**config.mk**
```make
export PLATFORM = sky130hd
export DESIGN_NAME = fetch_decode_buffer
export DESIGN_NICKNAME = d
export VERILOG_FILES = /design/src/rtl/fetch_decode_buffer.sv
export SDC_FILE = /design/constraint.sdc
export NUM_CORES = 1
export LEC_CHECK = 0
export ABC_AREA = 0
export ABC_CLOCK_PERIOD_IN_PS = 3400
export BUFFER_PORTS_ARGS = -buffer_cell sky130_fd_sc_hd__buf_2
export CORE_MARGIN = 4
export CORE_UTILIZATION = 53
export DETAILED_ROUTE_END_ITERATION = 10
export PLACE_DENSITY = 0.87
export SYNTH_ARGS = -nofsm -noshare
export SYNTH_HDL_FRONTEND = slang
export SYNTH_SLANG_ARGS = --single-unit
```
**constraint.sdc**
```tcl
create_clock -name clk -period 3.4 [get_ports clk]
set_clock_uncertainty 0.2 [all_clocks]
set_input_delay 0.34 -clock clk [delete_from_list [all_inputs] [get_ports clk]]
set_output_delay 0.34 -clock clk [all_outputs]
set_load 0.02 [all_outputs]
```
**src/rtl/fetch_decode_buffer.sv**
```systemverilog
// fetch_decode_buffer
// Sits between InstructionFetcher and decode. Each fetched 64-bit word is
// split into two 32-bit instructions, each tagged with its PC, and the
// instructions are queued in a small circular FIFO. The head of the FIFO is
// offered to decode through a valid/ready handshake. While a redirect flush
// is active the queue is held empty and returned words are acknowledged but
// dropped.
module fetch_decode_buffer #(
  parameter int DEPTH = 4
) (
  input  logic                     clk,
  input  logic                     reset,
  input  logic                     fetcher_done,
  input  logic [63:0]              instruction_out,
  input  logic [63:0]              address_out,
  output logic                     fetch_enable,
  output logic                     fetch_ack,
  input  logic                     flush,
  output logic                     decode_valid,
  output logic [31:0]              decode_instr,
  output logic [63:0]              decode_pc,
  input  logic                     decode_ready,
  output logic [$clog2(DEPTH):0]   count
);

  localparam int AW = $clog2(DEPTH);
  localparam int CW = AW + 1;
  localparam logic [CW-1:0] DEPTH_C = CW'(DEPTH);

  logic [63:0]   pc_mem    [DEPTH];
  logic [31:0]   instr_mem [DEPTH];
  logic [AW-1:0] rd_ptr;
  logic [AW-1:0] wr_ptr;
  logic [AW-1:0] wr_ptr_p1;
  logic          armed;

  logic          aligned;
  logic [CW-1:0] need;
  logic [CW-1:0] free_slots;
  logic [CW-1:0] push_n;
  logic [CW-1:0] pop_n;
  logic          take;
  logic          capture;
  logic          discard;
  logic          pop;
  logic [63:0]   base_pc;
  logic          unused_addr_bits;

  // Word addresses are always 4-byte aligned, so the two low bits carry nothing.
  assign unused_addr_bits = ^address_out[1:0];

  // Head of the queue is presented combinationally; a flush hides it at once.
  assign decode_valid = (count != '0) && !flush;
  assign decode_instr = instr_mem[rd_ptr];
  assign decode_pc    = pc_mem[rd_ptr];

  // Only let the fetcher start when a whole aligned word is guaranteed to fit.
  assign fetch_enable = !flush && armed && !fetcher_done && (free_slots >= CW'(2));

  // Decide how many entries the held word needs and whether it is taken,
  // dropped or left waiting this cycle. Space is judged on the current count,
  // so a same-cycle pop never makes room for a push.
  always_comb begin
    aligned    = !address_out[2];
    need       = aligned ? CW'(2) : CW'(1);
    base_pc    = {address_out[63:3], 3'b000};
    free_slots = DEPTH_C - count;
    take       = armed && fetcher_done;
    capture    = take && !flush && (free_slots >= need);
    discard    = take && flush;
    pop        = decode_valid && decode_ready;
    push_n     = capture ? need : '0;
    pop_n      = pop ? CW'(1) : '0;
    wr_ptr_p1  = wr_ptr + AW'(1);
  end

  // Pointers, occupancy, the re-arm flag and the one-cycle acknowledge pulse.
  always_ff @(posedge clk or negedge reset) begin
    if (!reset) begin
      rd_ptr    <= '0;
      wr_ptr    <= '0;
      count     <= '0;
      armed     <= 1'b1;
      fetch_ack <= 1'b0;
    end else begin
      fetch_ack <= capture || discard;
      if (capture || discard) begin
        armed <= 1'b0;
      end else if (!fetcher_done) begin
        armed <= 1'b1;
      end
      if (flush) begin
        rd_ptr <= '0;
        wr_ptr <= '0;
        count  <= '0;
      end else begin
        if (capture) begin
          wr_ptr <= wr_ptr + push_n[AW-1:0];
        end
        if (pop) begin
          rd_ptr <= rd_ptr + AW'(1);
        end
        count <= count + push_n - pop_n;
      end
    end
  end

  // Entry storage: an aligned word fills two slots, a word fetched from the
  // upper half fills only one with the upper instruction.
  always_ff @(posedge clk or negedge reset) begin
    if (!reset) begin
      for (int i = 0; i < DEPTH; i++) begin
        pc_mem[i]    <= '0;
        instr_mem[i] <= '0;
      end
    end else if (capture) begin
      if (aligned) begin
        pc_mem[wr_ptr]       <= base_pc;
        instr_mem[wr_ptr]    <= instruction_out[31:0];
        pc_mem[wr_ptr_p1]    <= base_pc | 64'h4;
        instr_mem[wr_ptr_p1] <= instruction_out[63:32];
      end else begin
        pc_mem[wr_ptr]       <= base_pc | 64'h4;
        instr_mem[wr_ptr]    <= instruction_out[63:32];
      end
    end
  end

endmodule

```
==> results.cfg, run 1 <==
[outcome]
outcome = finished, final reports clean

[worst_setup_path]
crit_chain = inv_1 > ha_1 > ha_1 > inv_1 > o21ai_1 > and3_1 > inv_1 > ha_1 > inv_1 > ha_1 > inv_1 > fa_1 > xnor2_1 > xnor2_1 > nor2_1
arrival_ns = 3.37
cp-end-kind = flop
crit_buf_inv = 5
crit_required_ns = 3.65
crit_family = adder cells
crit_fanout = 3
worstRegToRegCells = 15
crit_top_cell = inv_1
r2r-start = count[0]
cp_slowest_stage_delay_ns = 0.43
start_kind = flop
critPathKind = reg -> reg
rr_endpoint = count[2]
rrSetupSlack_ns = 0.28
crit_slowest_cell = fa_1

[clocking]
ctsHtreeMaxLevel = 2
hold_buffers = 71
cts_resized = 0
clk_pin_slew_worst_paths_ns = 0.06
post_cts_buffers = 0
clock_path_buffers = 3
clk_latency_ns = 0.57
cts.sinks = 393
cts_root_buffer = clkbuf_16
cts_made_buffers = 44
tritoncts = done

[logic_synthesis]
synthTopCellsByArea = dfrtp_1 49%, mux2_2 15%, mux4_2 11%, a22o_1 5.6%, mux2_4 3.6%
yosysTopAreaCell = dfrtp_1
netlist.area_leader.share_pct = 48.7
ys_types = 43
syn-instance-count = 1439
synth-seq-area-share_pct = 48.8
netlist_area_sq_mm = 0.0201
syn_avg_cell_area_sq_um = 14.0
syn_nets = 1586
yosysWarnings = 0
ys_ff_latch = 393

[floorplan]
num_io_pins = 235
die_h_microns = 203
coreArea_sq_mm = 0.0376
start_util_pct = 53.6
die_area_sq_mm = 0.0412
num_rows = 71
fp.dieW_microns = 203

[route]
drc = 0
vias_per_cell = 6.24
wirelength_mm = 53.9
ant_nets = 0
wl_per_cell_microns = 24.3
dr.pass1.iters = 6
num_vias = 13900
drt_iter0_drc = 1055

[worst_hold_path]
holdPathStages = 4
hold_path_class = in -> reg
whs_endpoint = instr_mem[75]
min_from = instruction_out[43]

[power_and_ir_drop]
p_leak_nw = 10.7
power_density_mw_per_mm2 = 827
irDropWorstVdd_uv = 454
power_w = 0.0198

[finish]
drive_gt1_share_pct = 45.8
final_nets = 1818
fin_area_sq_mm = 0.0240
multiInputGateArea_sq_mm = 0.00945
area_growth_syn_to_layout_pct = 19.0
final_util_pct = 63.8
final_cell_count_no_fill = 2221
num-fill-cells = 2616
seq_area_sq_mm = 0.00984

[timing]
finalSetupViolCount = 0
hold_viol = 0
timing.fmax_ghz = 0.320
max_slew_margin_pct = 38.3
tightest_slew_ns = 0.926
min_period_ns = 3.12
maxSlewViolCount = 0
rsz0062_at_grt = false
fin_crit_sh_pct = 91.8
tns_ns = 0

[placement]
post_dp_cell_area_sq_mm = 0.0217
place_congestion = 0.834
dp_hpwl_mm = 31.4
port_buffers = 232
dp.cells = 2065

[run]
cap_violations = 0

[global_routing]
grt_pass1_wl_mm = 84.9
grt-ovfl-total = 0
grt_usage_pct = 26.0
grt_max_degree = 93
antenna_found_initial = 12
grt_pass1_vias = 14900
-- report_power, final --
part	internal, W	switching (W)	leakage (nW)
combinational	0.00368	0.00354	4.92
sequential	0.00647	0.00111	5.06
clock	0.00300	0.00203	0.765
-- synthesized netlist by cell type --
cell type  instances
a211oi_1           1
o2bb2ai_1          2
nand3_1            3
nand3_2            2
nor2_4             4
nor2b_1           19
buf_4             14
buf_2             50
and3b_1            1
xor2_1             1
inv_1             11
nor2_1            10
and2_1             1
fa_1               1
nor2_2             2
xnor2_1            4
clkbuf_1          73
dfrtp_1          392
dfstp_2            1
clkbuf_2           1
and3_1             1
ha_1              13
o31ai_1            1
mux2_2           262
o21a_1             1
a21oi_1           35
buf_1              2
nand2b_1           2
a22oi_1           32
mux2_1            63
o211a_1            1
o21ai_0           35
mux4_2            96
nand2_1           66
mux2_4            48
a221oi_1          32
buf_6             19
o21ai_1            2
nand3b_1           1
o21ai_2            3
mux2i_1            1
a22o_1           128
or3_1              2
-- logic make-up (layout without fill, tap and decap cells) --
kind of cell             count (synthesis)  in the layout  share of synthesized area, %
adder cells (fa/ha/maj)                 14             14                         0.907
XOR/XNOR                                 5              5                         0.217
multiplexers                           470            470                          32.5
other                                    0              4                             0
AO/OA/AOI/OAI                          273            273                          10.3
buffers and inverters                  170            437                          4.45
flip-flops                             393            393                          48.8
AND/OR/NAND/NOR                        114            114                          2.73
-- layout make-up --
class,instances,share of cell area (%)
flip-flops and latches,393,41.1
diodes,4,0.0418
well taps,511,2.67
repair buffers,345,10.2
inverters,11,0.172
clock inverters,26,1.26
clock buffers,55,5.19
multi-input cells,876,39.4
-- flip-flops by register name, indices dropped and copies added (netlist names) --
signal	flops
wr_ptr	2
pc_mem	256
instr_mem	128
count	3
fetch_ack	1
rd_ptr	2
armed	1
-- stage by stage --
stage	hold slack, ns	worst slack, ns
after floorplan	-0.156	0.0526
final	0.0308	0.279
after detailed placement	0.237	0.288
after global routing	0.0321	0.103
after CTS	0.00157	0.266
after global placement	0.218	0.267
-- per-layer routing --
layer  part of all wire, %  GRT usage [%]  up-vias
li1                      -              -     5915
met1                    39           33.0     7214
met2                    50           43.3      577
met3                   8.1           7.38      138
met4                   2.7           8.68       20
met5                  0.21              0        -
-- cell usage in the layout (no fill, tap or decap), types with 3 or more instances in the layout --
| master | instances |
|---|---|
| bufinv_16 | 5 |
| mux2_1 | 63 |
| nor2b_1 | 15 |
| a21oi_1 | 35 |
| a22o_1 | 128 |
| dlygate4sd3_1 | 71 |
| diode_2 | 4 |
| clkbuf_16 | 44 |
| mux4_2 | 96 |
| a22oi_1 | 32 |
| mux2_2 | 262 |
| ha_1 | 11 |
| nand3_1 | 3 |
| dfrtp_1 | 390 |
| buf_12 | 19 |
| buf_4 | 24 |
| a221oi_1 | 32 |
| clkinv_2 | 13 |
| clkbuf_8 | 10 |
| nand2_1 | 66 |
| o21ai_2 | 3 |
| inv_1 | 11 |
| buf_2 | 230 |
| mux2_4 | 48 |
| o21ai_0 | 35 |
| clkinvlp_4 | 4 |
| xnor2_1 | 4 |
| nor2_1 | 9 |
| nor2_4 | 6 |
-- worst max path at each step --
stage	from	to	slack (ns)	cells after the start
final	count[0]	count[2]	0.28	15
after global routing	count[0]	count[2]	0.10	15
after CTS	rd_ptr[0]	decode_instr[23]	0.27	3
after detailed placement	count[0]	count[2]	0.29	15
after global placement	count[0]	count[2]	0.27	15
after floorplan	count[0]	count[2]	0.05	15
-- worst register-to-register path, stage by stage (launching register included) --
cell,delay [ns]
dfrtp_1,0.37
inv_1,0.08
ha_1,0.32
ha_1,0.28
inv_1,0.04
o21ai_1,0.16
and3_1,0.20
inv_1,0.05
ha_1,0.28
inv_1,0.05
ha_1,0.13
inv_1,0.05
fa_1,0.43
xnor2_1,0.18
xnor2_1,0.13
nor2_1,0.05
(Power assumes the default switching activity.)
==> run 2: changes to the inputs <==
==> constraint.sdc (replaced) <==
create_clock -name clk -period 3.4 [get_ports clk]
set_clock_uncertainty 0.2 [all_clocks]
set_input_delay 0.51 -clock clk [delete_from_list [all_inputs] [get_ports clk]]
set_output_delay 0.51 -clock clk [all_outputs]
set_load 0.02 [all_outputs]
==> results.cfg, run 2 (same netlist as run 1, synthesis figures left out) <==
[outcome]
outcome = finished, final reports clean

[power_and_ir_drop]
power_w = 0.0193
irDropWorstVdd_uv = 414
p_leak_nw = 10.5
power_density_mw_per_mm2 = 822

[clocking]
cts_root_buffer = clkbuf_16
cts.sinks = 393
cts_resized = 0
cts_made_buffers = 42
post_cts_buffers = 0
tritoncts = done
clk_latency_ns = 0.56
hold_buffers = 38
clk_pin_slew_worst_paths_ns = 0.06
ctsHtreeMaxLevel = 2
clock_path_buffers = 3

[global_routing]
grt_usage_pct = 25.6
grt_pass1_wl_mm = 83.8
grt_pass1_vias = 14600
grt-ovfl-total = 0
grt_max_degree = 96
antenna_found_initial = 12

[worst_setup_path]
worst-path-stages = 15
crit_chain = inv_1 > ha_1 > ha_1 > inv_1 > o21ai_1 > and3_1 > inv_1 > ha_1 > inv_1 > ha_1 > inv_1 > fa_1 > xnor2_1 > xnor2_1 > nor2_1
crit_top_cell = inv_1
crit_required_ns = 3.64
critPathKind = reg -> reg
crit_slowest_cell = fa_1
cp_slowest_stage_delay_ns = 0.44
crit_family = adder cells
worstRegToRegCells = 15
cp-end-kind = flop
crit_buf_inv = 5
crit_fanout = 3
start_kind = flop
arrival_ns = 3.38

[finish]
mostFrequentLayoutCells = 390 x dfrtp_1, 262 x mux2_2, 230 x buf_2
final_common_cell = dfrtp_1
top_register = pc_mem
top_regs = pc_mem x256, instr_mem x128, count x3
seq_area_sq_mm = 0.00984
final_util_pct = 62.4
largest_register_ffs = 256
multiInputGateArea_sq_mm = 0.00945
area_growth_syn_to_layout_pct = 16.4
final_nets = 1780
drive_gt1_share_pct = 45.8
num-fill-cells = 2693

[route]
drt_iter0_drc = 1144
ant_nets = 0
wirelength_mm = 52.8
wl_per_cell_microns = 24.2
dr.pass1.iters = 5
num_vias = 13500
drc = 0
vias_per_cell = 6.21

[floorplan]
fp.dieW_microns = 203
num_io_pins = 235
die_h_microns = 203
coreArea_sq_mm = 0.0376
num_rows = 71
die_area_sq_mm = 0.0412
start_util_pct = 53.6

[timing]
tightest_slew_ns = 0.900
fin_crit_sh_pct = 92.3
rsz0062_at_grt = false
min_period_ns = 3.14
max_slew_margin_pct = 40.0
hold_viol = 0
maxSlewViolCount = 0
timing.fmax_ghz = 0.319
setup_slack_ns = 0.263
finalSetupViolCount = 0
tns_ns = 0

[placement]
port_buffers = 232
dp_hpwl_mm = 31.1
post-place-ws_ns = 0.255
place_congestion = 0.821

[worst_hold_path]
holdPathStages = 2
hold_path_class = in -> reg

[run]
cap_violations = 0
==> run 2: cell count changes in the layout (fill, tap and decap cells not counted) <==
cell,previous run,this run
dlygate4sd3_1,71,38
clkbuf_1,1,10
clkinv_2,13,5
buf_4,24,21
clkbuf_8,10,7
bufinv_16,5,3
clkbuf_16,44,43
clkinv_8,1,2
inv_16,1,0
inv_6,1,0
inv_8,1,0
==> run 2: per-layer routing <==
metal / wire length (microns) / vias up / share of wire, % / global-route usage, %
li1: - / 5822 / - / -
met1: 21000 / 6969 / 40 / 33.1
met2: 25800 / 584 / 49 / 42.6
met3: 4630 / 127 / 8.8 / 7.17
met4: 1290 / 22 / 2.4 / 7.40
met5: 136 / - / 0.26 / 0
==> run 2: area by class of cell <==
| type | instances | share of cell area [%] |
|---|---|---|
| inverter | 11 | 0.176 |
| clock buffer | 60 | 5.16 |
| timing repair buffer | 309 | 8.89 |
| tap | 511 | 2.73 |
| antenna | 4 | 0.0427 |
| sequential | 393 | 42.0 |
| clock inverter | 14 | 0.758 |
| multi-input combinational | 876 | 40.3 |
==> run 2: worst paths after layout <==
| path | slack, ns | endpoint | startpoint |
|---|---|---|---|
| max | 0.26 | count[2] | count[0] |
| min | 0.03 | pc_mem[147] | address_out[19] |
| max reg2reg | 0.26 | count[2] | count[0] |
| min reg2reg | 0.28 | pc_mem[190] | pc_mem[190] |
| max in group asynchronous | 1.61 | instr_mem[88] | reset |
| min in group asynchronous | 0.34 | pc_mem[174] | reset |
==> run 2: worst reg2reg max path: stages, from the launching register on <==
cell and delay [ns]:
dfrtp_1 0.37, inv_1 0.09, ha_1 0.32, ha_1 0.28
inv_1 0.04, o21ai_1 0.16, and3_1 0.20, inv_1 0.05
ha_1 0.28, inv_1 0.06, ha_1 0.13, inv_1 0.05
fa_1 0.44, xnor2_1 0.18, xnor2_1 0.13, nor2_1 0.05
==> run 2: power by group <==
part / total (W) / internal, W / switching, W
Clock: 0.00462 / 0.00271 / 0.00190
Sequential: 0.00752 / 0.00647 / 0.00105
Combinational: 0.00714 / 0.00364 / 0.00350
Total: 0.0193 / 0.0128 / 0.00646
==> run 2: stage by stage <==
step | instances | cell area, sq um | hold WS [ns]
after floorplan | 1439 | 20100 | 0.0144
after global placement | 2062 | 21700 | 0.262
after detailed placement | 2062 | 21700 | 0.271
after CTS | 2174 | 23400 | 0.000181
after global routing | 2175 | 23400 | 0.0118
final | 2178 | 23500 | 0.0302
